## config.mk

```make
export PLATFORM = sky130hd
export DESIGN_NAME = pll_rst_sequencer
export DESIGN_NICKNAME = d
export VERILOG_FILES = /design/src/rtl/pll_rst_sequencer.sv
export SDC_FILE = /design/constraint.sdc
export NUM_CORES = 1
export LEC_CHECK = 0
export BUFFER_PORTS_ARGS = -buffer_cell sky130_fd_sc_hd__buf_2
export CAP_MARGIN = 20
export CORE_ASPECT_RATIO = 0.9
export CORE_MARGIN = 8
export CORE_UTILIZATION = 50
export CTS_CLUSTER_SIZE = 14
export DETAILED_ROUTE_END_ITERATION = 10
export PLACE_DENSITY = 0.67
export RECOVER_POWER = 100
export SLEW_MARGIN = 20
export SYNTH_ARGS = -nofsm -noshare
export SYNTH_HDL_FRONTEND = slang
export SYNTH_SLANG_ARGS = --single-unit
```

## constraint.sdc

```tcl
create_clock -name i_clk -period 6.08 [get_ports i_clk]
set_input_delay 1.52 -clock i_clk [delete_from_list [all_inputs] [get_ports i_clk]]
set_output_delay 1.52 -clock i_clk [all_outputs]
set_load 0.05 [all_outputs]
```

## src/rtl/pll_rst_sequencer.sv

```systemverilog
// PLL reset supervisor: pulses the PLL reset, waits for a debounced lock with bounded retries,
// then releases the domain resets in order. Lock loss or a software request restarts the sequence.
module pll_rst_sequencer #(
  parameter int unsigned N_STAGES      = 2,
  parameter int unsigned RST_CYCLES    = 16,
  parameter int unsigned LOCK_TIMEOUT  = 100000,
  parameter int unsigned STABLE_CYCLES = 1024,
  parameter int unsigned STAGE_GAP     = 16,
  parameter int unsigned MAX_RETRY     = 3,
  parameter int unsigned CNT_W         = 17
) (
  input  logic                i_clk,
  input  logic                i_rst_n,
  input  logic                i_locked,
  input  logic                i_sw_rst,
  output logic                o_pll_rst,
  output logic [N_STAGES-1:0] o_rst_stage,
  output logic                o_ready,
  output logic                o_fail,
  output logic [2:0]          o_retry_cnt
);

  localparam int unsigned IdxW = (N_STAGES > 1) ? $clog2(N_STAGES) : 1;

  localparam logic [CNT_W-1:0] RstLoad     = CNT_W'(RST_CYCLES - 1);
  localparam logic [CNT_W-1:0] TimeoutLoad = CNT_W'(LOCK_TIMEOUT - 1);
  localparam logic [CNT_W-1:0] StableLoad  = CNT_W'(STABLE_CYCLES - 1);
  localparam logic [CNT_W-1:0] GapLoad     = CNT_W'(STAGE_GAP - 1);
  localparam logic [IdxW-1:0]  LastIdx     = IdxW'(N_STAGES - 1);

  typedef enum logic [2:0] {
    StPllRst,
    StWaitLock,
    StStable,
    StRelease,
    StRun,
    StFail
  } state_e;

  state_e              state_q, state_d;
  logic [CNT_W-1:0]    cnt_q, cnt_d, cnt_dec;
  logic [IdxW-1:0]     idx_q, idx_d;
  logic [N_STAGES-1:0] stage_q, stage_d;
  logic [2:0]          retry_q, retry_d, retry_inc;
  logic                pll_rst_q, pll_rst_d;
  logic                ready_q, ready_d;
  logic                fail_q, fail_d;
  logic                lock_meta_q, lock_s_q;
  logic                abort;

  // i_locked comes straight from the PLL, asynchronous to i_clk.
  always_ff @(posedge i_clk or negedge i_rst_n) begin
    if (!i_rst_n) begin
      lock_meta_q <= 1'b0;
      lock_s_q    <= 1'b0;
    end else begin
      lock_meta_q <= i_locked;
      lock_s_q    <= lock_meta_q;
    end
  end

  always_ff @(posedge i_clk or negedge i_rst_n) begin
    if (!i_rst_n) begin
      state_q   <= StPllRst;
      cnt_q     <= RstLoad;
      idx_q     <= '0;
      stage_q   <= '1;
      retry_q   <= 3'd0;
      pll_rst_q <= 1'b1;
      ready_q   <= 1'b0;
      fail_q    <= 1'b0;
    end else begin
      state_q   <= state_d;
      cnt_q     <= cnt_d;
      idx_q     <= idx_d;
      stage_q   <= stage_d;
      retry_q   <= retry_d;
      pll_rst_q <= pll_rst_d;
      ready_q   <= ready_d;
      fail_q    <= fail_d;
    end
  end

  always_comb begin
    state_d   = state_q;
    cnt_d     = cnt_q;
    idx_d     = idx_q;
    stage_d   = stage_q;
    retry_d   = retry_q;
    ready_d   = ready_q;
    cnt_dec   = (cnt_q != '0) ? cnt_q - CNT_W'(1) : cnt_q;
    retry_inc = (retry_q == 3'd7) ? retry_q : retry_q + 3'd1;

    // Software request outranks lock loss, which outranks any counter expiry.
    abort = (i_sw_rst && (state_q != StFail)) ||
            (!lock_s_q && ((state_q == StRelease) || (state_q == StRun)));

    if (abort) begin
      state_d = StPllRst;
      cnt_d   = RstLoad;
      stage_d = '1;
      ready_d = 1'b0;
    end else begin
      case (state_q)
        StPllRst: begin
          if (cnt_q == '0) begin
            state_d = StWaitLock;
            cnt_d   = TimeoutLoad;
          end else begin
            cnt_d = cnt_dec;
          end
        end
        StWaitLock: begin
          if (lock_s_q) begin
            state_d = StStable;
            cnt_d   = StableLoad;
          end else if (cnt_q == '0) begin
            retry_d = retry_inc;
            if (32'(retry_inc) > MAX_RETRY) begin
              state_d = StFail;
            end else begin
              state_d = StPllRst;
              cnt_d   = RstLoad;
            end
          end else begin
            cnt_d = cnt_dec;
          end
        end
        StStable: begin
          if (!lock_s_q) begin
            state_d = StWaitLock;
            cnt_d   = TimeoutLoad;
          end else if (cnt_q == '0) begin
            state_d = StRelease;
            idx_d   = '0;
            cnt_d   = GapLoad;
          end else begin
            cnt_d = cnt_dec;
          end
        end
        StRelease: begin
          // Stage 0 goes on the first cycle; later stages wait a full gap each.
          if ((idx_q == '0) || (cnt_q == '0)) begin
            stage_d[idx_q] = 1'b0;
            if (idx_q == LastIdx) begin
              state_d = StRun;
              ready_d = 1'b1;
              retry_d = 3'd0;
            end else begin
              idx_d = idx_q + IdxW'(1);
              cnt_d = GapLoad;
            end
          end else begin
            cnt_d = cnt_dec;
          end
        end
        StRun:   ;
        StFail:  ;
        default: state_d = StFail;
      endcase
    end

    pll_rst_d = (state_d == StPllRst) || (state_d == StFail);
    fail_d    = (state_d == StFail);
    if (state_d == StFail) begin
      stage_d = '1;
      ready_d = 1'b0;
    end
  end

  assign o_pll_rst   = pll_rst_q;
  assign o_rst_stage = stage_q;
  assign o_ready     = ready_q;
  assign o_fail      = fail_q;
  assign o_retry_cnt = retry_q;

endmodule

```

==> reports/metrics.json, run 1 <==
{
  "status": {"value": "complete, but fails checks"},
  "violations": {"value": "max-capacitance violations, max-slew violations"},
  "combined_area_of_all_synthesized_cells": {"value": 0.002086, "unit": "mm2"},
  "ys_warn_count": {"value": 0},
  "number_of_slew_limit_violations_in_the_final_report": {"value": 32},
  "timing.critical_path.to_type": {"value": "flip-flop"},
  "fp.dieH": {"value": 77.27, "unit": "um"},
  "final_critical_path_setup_slack": {"value": 3.005, "unit": "ns"},
  "worst_ir_drop_vdd": {"value": 0.1528, "unit": "mV"},
  "core_region_area": {"value": 0.004046, "unit": "mm2"},
  "antenna_violating_nets_left": {"value": 0},
  "detail_route.iter0.violations": {"value": 156},
  "postSynth.topFlopCell": {"value": "sky130_fd_sc_hd__dfrtp_1"},
  "dp_worst_setup_slack": {"value": 3.142, "unit": "ns"},
  "final-hold-violation-count": {"value": 0},
  "cp_data_required_time": {"value": 6.24, "unit": "ns"},
  "mostFrequentLayoutCell": {"value": "sky130_fd_sc_hd__nor2_1"},
  "routed_via_density": {"value": 6.120},
  "clkTransAtPathRegs": {"value": 0.06, "unit": "ns"},
  "cap_violations": {"value": 1},
  "drtPass1Iterations": {"value": 4},
  "io-pin-count": {"value": 12},
  "remaining_drc_errors": {"value": 0},
  "layout.cells.most_common_list": {"value": "sky130_fd_sc_hd__nor2_1, sky130_fd_sc_hd__dfrtp_1, sky130_fd_sc_hd__nand2_1"},
  "grt_setup_unrepaired": {"value": "no"},
  "cp_max_fo": {"value": 13},
  "largest_net_degree_at_the_start_of_global_routing": {"value": 32},
  "final_net_count": {"value": 250},
  "worst_skew_pair.late_latency": {"value": 0.29, "unit": "ns"},
  "post_cts_resized": {"value": 0},
  "wirelength": {"value": 4661, "unit": "um"},
  "cellPowerDensity": {"value": 201.0, "unit": "mW/mm2"},
  "grt_pass1_wl": {"value": 7990, "unit": "um"},
  "post_dp_cell_area": {"value": 0.002135, "unit": "mm2"},
  "skew": {"value": 0.002212, "unit": "ns"},
  "antenna_found_initial": {"value": 0},
  "cts_max_path_buffers": {"value": 2},
  "detailedPlacementHpwl": {"value": 3282, "unit": "um"},
  "antenna_cells": {"value": 0},
  "synth-edff-count": {"value": 0},
  "critical_path.startpoint_type": {"value": "flip-flop"},
  "cts-hold-fix-buffers": {"value": 0},
  "area_delta_synth_final": {"value": 5.039, "unit": "%"},
  "hold_ws": {"value": 0.3487, "unit": "ns"},
  "synth.avg_cell_area": {"value": 8.801, "unit": "um2"},
  "timing.final.crit_period": {"value": 3.075, "unit": "ns"},
  "yosysSeqAreaShare": {"value": 37.61, "unit": "%"},
  "numClockSinks": {"value": 31},
  "fp-row-count": {"value": 22},
  "synth_fp_nets": {"value": 245},
  "stdcell_area": {"value": 0.002191, "unit": "mm2"},
  "drt-wirelength-per-cell": {"value": 16.02, "unit": "um"},
  "dieWidth": {"value": 84.08, "unit": "um"},
  "post_synth_inst_count": {"value": 237},
  "netlist-cell-type-count": {"value": 61},
  "groute.usage.overall": {"value": 15.01, "unit": "%"},
  "max_clock_freq": {"value": 0.3252, "unit": "GHz"},
  "final.period_utilization": {"value": 50.58, "unit": "%"},
  "synth_seq_cells": {"value": 31},
  "filler_cells_inserted": {"value": 388},
  "globalplace.congestion": {"value": 0.8738},
  "max_slew_margin": {"value": -6.280, "unit": "%"},
  "worst_ep_arrival_time": {"value": 3.23, "unit": "ns"},
  "via_count": {"value": 1781},
  "cts_setup_buffers": {"value": 0},
  "overflow": {"value": 0},
  "tritoncts.num_buffers": {"value": 5},
  "timing_worst_slew_pin_value": {"value": 1.594, "unit": "ns"},
  "synth-async-reset-ratio": {"value": 100.0, "unit": "%"},
  "cts_root_buffer": {"value": "sky130_fd_sc_hd__clkbuf_8"},
  "placement.io_buffers": {"value": 11},
  "power_leakage": {"value": 0.8955, "unit": "nW"},
  "design.die.area": {"value": 0.006497, "unit": "mm2"},
  "cts.htree.levels": {"value": 2},
  "tritoncts": {"value": "yes"},
  "design_power_total": {"value": 0.4403, "unit": "mW"},
  "first_global_vias": {"value": 1616},
  "starting_density_of_the_core": {"value": 51.55, "unit": "%"},
  "finalSetupTns": {"value": 0, "unit": "ns"},
  "worstHoldPathType": {"value": "flip-flop to flip-flop"},
  "final_layout_size_suffix_gt1_share": {"value": 11.11, "unit": "%"},
  "criticalPathCategory": {"value": "flip-flop to flip-flop"},
  "setup_viol_count_final": {"value": 0}
}
## logic make-up after synthesis
kind of cell	share of synthesized area [%]
AND/OR/NAND/NOR	24.78
adder cells (fa/ha/maj)	2.400
flip-flops	37.61
XOR/XNOR	2.520
AO/OA/AOI/OAI	25.19
multiplexers	2.519
buffers and inverters	4.979
## area by class of cell
cell class | count | area, um2 | area share (%)
multi-input combinational | 184 | 1151 | 52.54
clock buffer | 6 | 82.58 | 3.769
timing repair buffer | 12 | 47.55 | 2.170
inverter | 8 | 30.03 | 1.371
sequential | 31 | 784.5 | 35.81
clock inverter | 2 | 35.03 | 1.599
tap | 48 | 60.06 | 2.741
## power breakdown
group / total, mW / switching [mW] / leakage [nW] / internal [mW]
clock: 0.209 / 0.0763 / 0.0612 / 0.132
combinational: 0.0170 / 0.0116 / 0.436 / 0.00541
sequential: 0.215 / 0.00450 / 0.398 / 0.210
## metrics by stage
| stage | cells | util [%] |
|---|---|---|
| 3_3_place_gp | 283 | 52.75 |
| 4_1_cts | 291 | 55.66 |
| 6_report | 291 | 54.14 |
| 3_5_place_dp | 283 | 52.75 |
| 2_1_floorplan | 237 | - |
| 5_1_grt | 291 | 54.14 |
## synth_stat cells, types with 2 or more instances
master	instances	share of area (%)
sky130_fd_sc_hd__o41ai_1	2	0.84
sky130_fd_sc_hd__mux2i_1	3	1.4
sky130_fd_sc_hd__o211ai_1	2	0.72
sky130_fd_sc_hd__nand2_1	22	4.0
sky130_fd_sc_hd__a21o_1	2	0.72
sky130_fd_sc_hd__xor2_1	3	1.3
sky130_fd_sc_hd__nand3_1	7	1.7
sky130_fd_sc_hd__inv_1	7	1.3
sky130_fd_sc_hd__nor3_1	10	2.4
sky130_fd_sc_hd__or4_1	2	0.72
sky130_fd_sc_hd__clkbuf_1	9	1.6
sky130_fd_sc_hd__xnor2_1	3	1.3
sky130_fd_sc_hd__nand4_1	3	0.90
sky130_fd_sc_hd__o22ai_1	2	0.60
sky130_fd_sc_hd__buf_6	2	1.1
sky130_fd_sc_hd__dfrtp_1	24	29
sky130_fd_sc_hd__o21ai_0	18	4.3
sky130_fd_sc_hd__nor3b_1	2	0.72
sky130_fd_sc_hd__ha_1	4	2.4
sky130_fd_sc_hd__o31ai_1	3	1.1
sky130_fd_sc_hd__o21a_1	3	1.1
sky130_fd_sc_hd__a22oi_1	4	1.4
sky130_fd_sc_hd__a22o_1	2	0.84
sky130_fd_sc_hd__nor4_1	5	1.5
sky130_fd_sc_hd__dfstp_2	7	8.8
sky130_fd_sc_hd__or4_4	2	1.1
sky130_fd_sc_hd__nand3b_1	3	1.1
sky130_fd_sc_hd__buf_2	2	0.48
sky130_fd_sc_hd__a31oi_1	4	1.2
sky130_fd_sc_hd__nor2b_1	2	0.60
sky130_fd_sc_hd__mux2_2	2	1.1
sky130_fd_sc_hd__nor2_1	25	4.5
sky130_fd_sc_hd__nand2b_1	2	0.60
sky130_fd_sc_hd__a21oi_1	17	4.1
## path summary, 6_finish.rpt
kind                             start              to  slack (ns)  cells after the start
min in group asynchronous      i_rst_n  o_retry_cnt[0]        1.62                      1
max in group asynchronous      i_rst_n      state_q[0]        3.53                      1
setup / recovery              cnt_q[0]        cnt_q[6]        3.00                      9
setup reg to reg              cnt_q[0]        cnt_q[6]        3.00                      9
hold reg to reg            lock_meta_q        lock_s_q        0.35                      0
hold / removal             lock_meta_q        lock_s_q        0.35                      0
## worst max-delay path, cell delays in order, from the launching register on
cell	delay [ns]
sky130_fd_sc_hd__dfstp_1	0.62
sky130_fd_sc_hd__inv_1	0.09
sky130_fd_sc_hd__ha_1	0.21
sky130_fd_sc_hd__nor4b_1	0.17
sky130_fd_sc_hd__and4_1	0.35
sky130_fd_sc_hd__a31oi_1	0.64
sky130_fd_sc_hd__clkbuf_1	0.42
sky130_fd_sc_hd__o21ai_0	0.17
sky130_fd_sc_hd__a22oi_1	0.21
sky130_fd_sc_hd__nor2_1	0.06
## sequential cells by signal, indices dropped and copies added, names as in the netlist
signal,cells
lock_s_q,1
idx_q,1
o_retry_cnt,3
cnt_q,17
lock_meta_q,1
o_pll_rst,1
o_ready,1
state_q,3
o_rst_stage,2
o_fail,1
## metal layers
layer	part of all wire (%)	up-vias	track usage, %
met1	51	843	21.32
li1	-	885	-
met3	5.7	6	3.907
met2	42	47	20.43
met5	0	-	0
met4	1.7	0	6.897
No activity file was read; power rests on OpenSTA's default activity.
==> run 2, diff against run 1 <==
- clock period: 6.08 -> 3.1 ns (I/O delays scaled with it)
==> run 2 against run 1 <==
  * The flow still finishes with violations (max-capacitance violations, max-slew violations)
  * Via count rose by 1.8%
  * Flip-flop and latch count did not move
  * Final cell count rose by 0.34%
  * Register-to-register slack got worse by 2.5 ns
  * Sequential share of layout area fell by 0.74 points
  * Routed wire length rose by 2.8%
  * Global-route usage rose by 0.58 points
  * Critical endpoint is now cnt_q[12]
  * Largest cell class unchanged
  * Largest power group unchanged
==> reports/metrics.json, run 2 (same netlist as run 1, synthesis figures left out) <==
{
  "status": {"value": "complete, but fails checks"},
  "violations": {"value": "max-capacitance violations, max-slew violations"},
  "worstHoldPathType": {"value": "flip-flop to flip-flop"},
  "post_cts_resized": {"value": 0},
  "largest_net_degree_at_the_start_of_global_routing": {"value": 32},
  "via_count": {"value": 1813},
  "final_critical_path_setup_slack": {"value": 0.4693, "unit": "ns"},
  "cellPowerDensity": {"value": 387.1, "unit": "mW/mm2"},
  "antenna_cells": {"value": 0},
  "final_layout_size_suffix_gt1_share": {"value": 14.34, "unit": "%"},
  "fp.dieH": {"value": 77.27, "unit": "um"},
  "area_delta_synth_final": {"value": 7.259, "unit": "%"},
  "tritoncts.num_buffers": {"value": 5},
  "final-hold-violation-count": {"value": 0},
  "drt-wirelength-per-cell": {"value": 16.41, "unit": "um"},
  "critical_path.startpoint_type": {"value": "flip-flop"},
  "design.die.area": {"value": 0.006497, "unit": "mm2"},
  "detail_route.iter0.violations": {"value": 262},
  "clkTransAtPathRegs": {"value": 0.07, "unit": "ns"},
  "mostFrequentLayoutCell": {"value": "sky130_fd_sc_hd__nor2_1"},
  "finalSetupTns": {"value": 0, "unit": "ns"},
  "stdcell_area": {"value": 0.002237, "unit": "mm2"},
  "final.period_utilization": {"value": 84.86, "unit": "%"},
  "number_of_slew_limit_violations_in_the_final_report": {"value": 32},
  "wirelength": {"value": 4793, "unit": "um"},
  "max_stage_delay": {"value": 0.56, "unit": "ns"},
  "max_clock_freq": {"value": 0.3801, "unit": "GHz"},
  "largest_register_ffs": {"value": 17},
  "worst_skew_pair.late_latency": {"value": 0.28, "unit": "ns"},
  "groute.usage.overall": {"value": 15.59, "unit": "%"},
  "layout.cells.most_common_list": {"value": "sky130_fd_sc_hd__nor2_1, sky130_fd_sc_hd__dfrtp_1, sky130_fd_sc_hd__nand2_1"},
  "cp_data_required_time": {"value": 3.27, "unit": "ns"},
  "finalCoreUtilization": {"value": 55.29, "unit": "%"},
  "timing.critical_path.to_type": {"value": "flip-flop"},
  "fp-row-count": {"value": 22},
  "timing.final.crit_period": {"value": 2.631, "unit": "ns"},
  "design_power_total": {"value": 0.8660, "unit": "mW"},
  "dp_worst_setup_slack": {"value": 0.7718, "unit": "ns"},
  "tritoncts": {"value": "yes"},
  "globalplace.congestion": {"value": 0.9297},
  "power_leakage": {"value": 0.9076, "unit": "nW"},
  "placement.io_buffers": {"value": 11},
  "first_global_vias": {"value": 1674},
  "worst_ep_arrival_time": {"value": 2.80, "unit": "ns"},
  "placed_cells_incl_taps": {"value": 284},
  "overflow": {"value": 0},
  "hold_ws": {"value": 0.3575, "unit": "ns"},
  "detailedPlacementHpwl": {"value": 3402, "unit": "um"},
  "antenna_found_initial": {"value": 0},
  "cp_max_fo": {"value": 13},
  "critPathSlowestCell": {"value": "sky130_fd_sc_hd__and4_1"},
  "criticalPathCategory": {"value": "flip-flop to flip-flop"},
  "cts.htree.levels": {"value": 2},
  "numClockSinks": {"value": 31},
  "cts_max_path_buffers": {"value": 2},
  "dieWidth": {"value": 84.08, "unit": "um"},
  "grt_pass1_wl": {"value": 8321, "unit": "um"},
  "core_region_area": {"value": 0.004046, "unit": "mm2"},
  "final_net_count": {"value": 251},
  "skew": {"value": 0.002783, "unit": "ns"},
  "timing_worst_slew_pin_value": {"value": 1.542, "unit": "ns"},
  "grt_setup_unrepaired": {"value": "no"},
  "cts-hold-fix-buffers": {"value": 0},
  "max_slew_margin": {"value": -2.787, "unit": "%"},
  "remaining_drc_errors": {"value": 0},
  "starting_density_of_the_core": {"value": 51.55, "unit": "%"},
  "io-pin-count": {"value": 12},
  "crit_chain": {"value": "inv_1 > ha_1 > nor4b_2 > and4_1 > inv_2 > a21o_1 > o2111a_2 > a21oi_4 > nor2_1"},
  "filler_cells_inserted": {"value": 364},
  "cts_setup_buffers": {"value": 0},
  "cts_root_buffer": {"value": "sky130_fd_sc_hd__clkbuf_8"},
  "final_cells": {"value": 292},
  "post_dp_cell_area": {"value": 0.002142, "unit": "mm2"},
  "setup_viol_count_final": {"value": 0},
  "antenna_violating_nets_left": {"value": 0},
  "drtPass1Iterations": {"value": 4},
  "worst_ir_drop_vdd": {"value": 0.3274, "unit": "mV"},
  "registers.top_by_ff_count": {"value": "cnt_q"},
  "cap_violations": {"value": 1},
  "routed_via_density": {"value": 6.209}
}
==> run 2: worst paths after layout <==
kind	from	end	slack, ns	depth (start not counted)
min in group asynchronous	i_rst_n	o_retry_cnt[1]	0.86	1
max in group asynchronous	i_rst_n	cnt_q[9]	1.34	1
setup reg to reg	cnt_q[0]	cnt_q[12]	0.47	9
hold reg to reg	lock_meta_q	lock_s_q	0.36	0
hold / removal	lock_meta_q	lock_s_q	0.36	0
setup / recovery	cnt_q[0]	cnt_q[12]	0.47	9
==> run 2: per-layer routing <==
layer | vias to the layer above | wire length, um | global-route usage (%) | part of all wire, %
li1 | 886 | - | - | -
met1 | 883 | 2353 | 22.32 | 49
met2 | 37 | 2129 | 21.04 | 44
met3 | 7 | 239 | 4.118 | 5.0
met4 | 0 | 70 | 6.897 | 1.5
met5 | - | 0 | 0 | 0
==> run 2: report_power, final <==
| part | internal (mW) | total, mW | switching [mW] | leakage [nW] |
|---|---|---|---|---|
| clock network | 0.260 | 0.409 | 0.150 | 0.0612 |
| registers | 0.412 | 0.421 | 0.00856 | 0.398 |
| logic | 0.0115 | 0.0361 | 0.0245 | 0.448 |
==> run 2: cell type report <==
| type | count | area, um2 | share of cell area (%) |
|---|---|---|---|
| clock inverter | 2 | 35.03 | 1.566 |
| inverter | 8 | 30.03 | 1.342 |
| tap | 48 | 60.06 | 2.685 |
| clock buffer | 6 | 82.58 | 3.691 |
| multi-input combinational | 184 | 1186 | 53.02 |
| sequential | 31 | 784.5 | 35.07 |
| timing repair buffer | 13 | 58.81 | 2.629 |
==> run 2: worst max-delay path, delay by kind of cell, from the launching register on <==
family | cells | cell delay [ns]
and+or+nand+nor | 3 | 0.96
buffers and inverters | 2 | 0.29
AOI/OAI and AO/OA | 3 | 0.70
adders and majority gates | 1 | 0.15
DFF | 1 | 0.41
==> run 3, diff against run 2 <==
- PLACE_DENSITY: 0.67 -> 0.7
- clock period: 3.1 -> 2.14 ns (I/O delays scaled with it)
==> run 3 against run 2 <==
  * The flow still finishes with violations (max-capacitance violations, max-slew violations)
  * Non-clock buffer count is 32 higher
  * Sequential share of layout area is 5.2 points lower
  * Critical path depth is 1 lower
  * Critical path type unchanged
  * Clock power is 47% higher
  * Utilization is 9.7 points higher
  * Flip-flop and latch count stayed put
  * Hold slack worse by 0.0063 ns
==> reports/metrics.json, run 3 (same netlist as run 1, synthesis figures left out) <==
{
  "status": {"value": "complete, but fails checks"},
  "violations": {"value": "max-capacitance violations, max-slew violations"},
  "final_layout_size_suffix_gt1_share": {"value": 31.41, "unit": "%"},
  "max_stage_delay": {"value": 0.45, "unit": "ns"},
  "timing.critical_path.to_type": {"value": "flip-flop"},
  "skew": {"value": 0.002241, "unit": "ns"},
  "crit_chain": {"value": "nor4_2 > buf_4 > and4_4 > inv_4 > a21o_1 > o2111a_2 > a21oi_4 > nand2b_4"},
  "grt_pass1_wl": {"value": 8507, "unit": "um"},
  "criticalPathCategory": {"value": "flip-flop to flip-flop"},
  "path_buf_inv": {"value": 2},
  "wirelength": {"value": 5557, "unit": "um"},
  "tritoncts": {"value": "yes"},
  "path_depth": {"value": 8},
  "worst_skew_pair.late_latency": {"value": 0.29, "unit": "ns"},
  "detail_route.iter0.violations": {"value": 255},
  "routed_via_density": {"value": 6.212},
  "mostFrequentLayoutCell": {"value": "sky130_fd_sc_hd__buf_4"},
  "registers.top_by_ff_count": {"value": "cnt_q"},
  "first_global_vias": {"value": 1768},
  "tritoncts.num_buffers": {"value": 5},
  "cp_data_required_time": {"value": 2.37, "unit": "ns"},
  "hold_ws": {"value": 0.3512, "unit": "ns"},
  "via_count": {"value": 2019},
  "globalplace.congestion": {"value": 0.8605},
  "cellPowerDensity": {"value": 490.4, "unit": "mW/mm2"},
  "cap_violations": {"value": 1},
  "grt.met3_usage": {"value": 3.273, "unit": "%"},
  "worst_hold_path_depth": {"value": 1},
  "finalCoreUtilization": {"value": 65.00, "unit": "%"},
  "final_cells": {"value": 325},
  "worstHoldPathType": {"value": "primary input to flip-flop"},
  "clkTransAtPathRegs": {"value": 0.07, "unit": "ns"},
  "grt_busiest_layer": {"value": "met2"},
  "worst_ep_arrival_time": {"value": 2.34, "unit": "ns"},
  "layout.cells.most_common_list": {"value": "sky130_fd_sc_hd__buf_4, sky130_fd_sc_hd__dfrtp_1, sky130_fd_sc_hd__nor2_1"},
  "overflow": {"value": 0},
  "starting_density_of_the_core": {"value": 51.55, "unit": "%"},
  "met2_track_demand_over_resource": {"value": 22.88, "unit": "%"},
  "io-pin-count": {"value": 12},
  "antenna_found_initial": {"value": 0},
  "drtPass1Iterations": {"value": 4},
  "dieWidth": {"value": 84.08, "unit": "um"},
  "fp-row-count": {"value": 22},
  "design.die.area": {"value": 0.006497, "unit": "mm2"},
  "filler_cells_inserted": {"value": 347},
  "largest_net_degree_at_the_start_of_global_routing": {"value": 32},
  "cts-hold-fix-buffers": {"value": 0},
  "critical-path-top-delay-family": {"value": "simple AND/OR/NAND/NOR gates"},
  "setup_viol_count_final": {"value": 0},
  "largest_register_ffs": {"value": 17},
  "antenna_violating_nets_left": {"value": 0},
  "max_clock_freq": {"value": 0.4738, "unit": "GHz"},
  "drt-wirelength-per-cell": {"value": 17.10, "unit": "um"},
  "cts_max_path_buffers": {"value": 2},
  "critical_path.startpoint_type": {"value": "flip-flop"},
  "number_of_slew_limit_violations_in_the_final_report": {"value": 32},
  "antenna_cells": {"value": 0},
  "critPathSlowestCell": {"value": "sky130_fd_sc_hd__dfrtp_1"},
  "timing_worst_slew_pin_value": {"value": 1.636, "unit": "ns"},
  "cp_max_fo": {"value": 6},
  "core_region_area": {"value": 0.004046, "unit": "mm2"},
  "final.period_utilization": {"value": 98.64, "unit": "%"},
  "power_leakage": {"value": 1.095, "unit": "nW"},
  "groute.usage.overall": {"value": 15.94, "unit": "%"},
  "placed_cells_incl_taps": {"value": 311},
  "grt_setup_unrepaired": {"value": "yes"},
  "timing.final.crit_period": {"value": 2.111, "unit": "ns"},
  "remaining_drc_errors": {"value": 0},
  "globalRouteMet1Util": {"value": 22.12, "unit": "%"},
  "area_delta_synth_final": {"value": 26.09, "unit": "%"},
  "worst_ir_drop_vdd": {"value": 0.4114, "unit": "mV"},
  "final_net_count": {"value": 284},
  "cts_root_buffer": {"value": "sky130_fd_sc_hd__clkbuf_8"},
  "fp.dieH": {"value": 77.27, "unit": "um"},
  "finalSetupTns": {"value": 0, "unit": "ns"},
  "max_slew_margin": {"value": -9.057, "unit": "%"},
  "placement.io_buffers": {"value": 11},
  "cts.htree.levels": {"value": 2},
  "final-hold-violation-count": {"value": 0},
  "reg2reg_depth": {"value": 8},
  "numClockSinks": {"value": 31},
  "detailedPlacementHpwl": {"value": 3762, "unit": "um"}
}
run 3: layout make-up:
type | count | area [um2] | share of cell area [%]
timing repair buffer | 45 | 306.5 | 11.66
inverter | 8 | 32.53 | 1.237
sequential | 31 | 784.5 | 29.83
clock buffer | 6 | 82.58 | 3.140
tap | 48 | 60.06 | 2.284
multi-input combinational | 185 | 1329 | 50.52
clock inverter | 2 | 35.03 | 1.332
run 3: repair_timing:
action,in CTS,in global routing
gates resized for setup,1,26
buffers inserted,0,5
pin swaps,0,12
gates cloned,0,1
endpoints found under the setup margin,7,20
run 3: per-stage QoR:
step / total power [mW] / worst slack [ns] / cell area, um2
finish: 1.290 / 0.02918 / 2630
global route: 1.331 / -0.09255 / 2630
CTS: 1.283 / 0.003019 / 2469
detailed placement: 0.6827 / -0.01538 / 2345
global placement: 0.6815 / -0.008061 / 2345
floorplan: 0.6504 / 0.006923 / 2086
run 3: power breakdown:
part | internal (mW) | leakage, nW | switching, mW
logic | 0.0332 | 0.634 | 0.0500
registers | 0.597 | 0.399 | 0.00671
clock network | 0.376 | 0.0612 | 0.226
run 3: worst reg2reg max path: stages (launching register included):
cell	delay, ns
sky130_fd_sc_hd__dfrtp_1	0.45
sky130_fd_sc_hd__nor4_2	0.29
sky130_fd_sc_hd__buf_4	0.17
sky130_fd_sc_hd__and4_4	0.31
sky130_fd_sc_hd__inv_4	0.07
sky130_fd_sc_hd__a21o_1	0.18
sky130_fd_sc_hd__o2111a_2	0.19
sky130_fd_sc_hd__a21oi_4	0.24
sky130_fd_sc_hd__nand2b_4	0.16
run 3: worst paths after layout:
path | slack (ns) | to | from
worst max register to register | 0.03 | cnt_q[2] | cnt_q[12]
worst min-delay path | 0.35 | lock_meta_q | i_locked
max in group asynchronous | 0.54 | cnt_q[5] | i_rst_n
min in group asynchronous | 0.66 | o_retry_cnt[1] | i_rst_n
worst min register to register | 0.35 | lock_s_q | lock_meta_q
worst max-delay path | 0.03 | cnt_q[2] | cnt_q[12]
run 3: metal layers:
metal | vias to the layer above | routed length (um)
li1 | 957 | -
met1 | 983 | 2575
met2 | 67 | 2517
met3 | 12 | 349
met4 | 0 | 115
met5 | - | 0
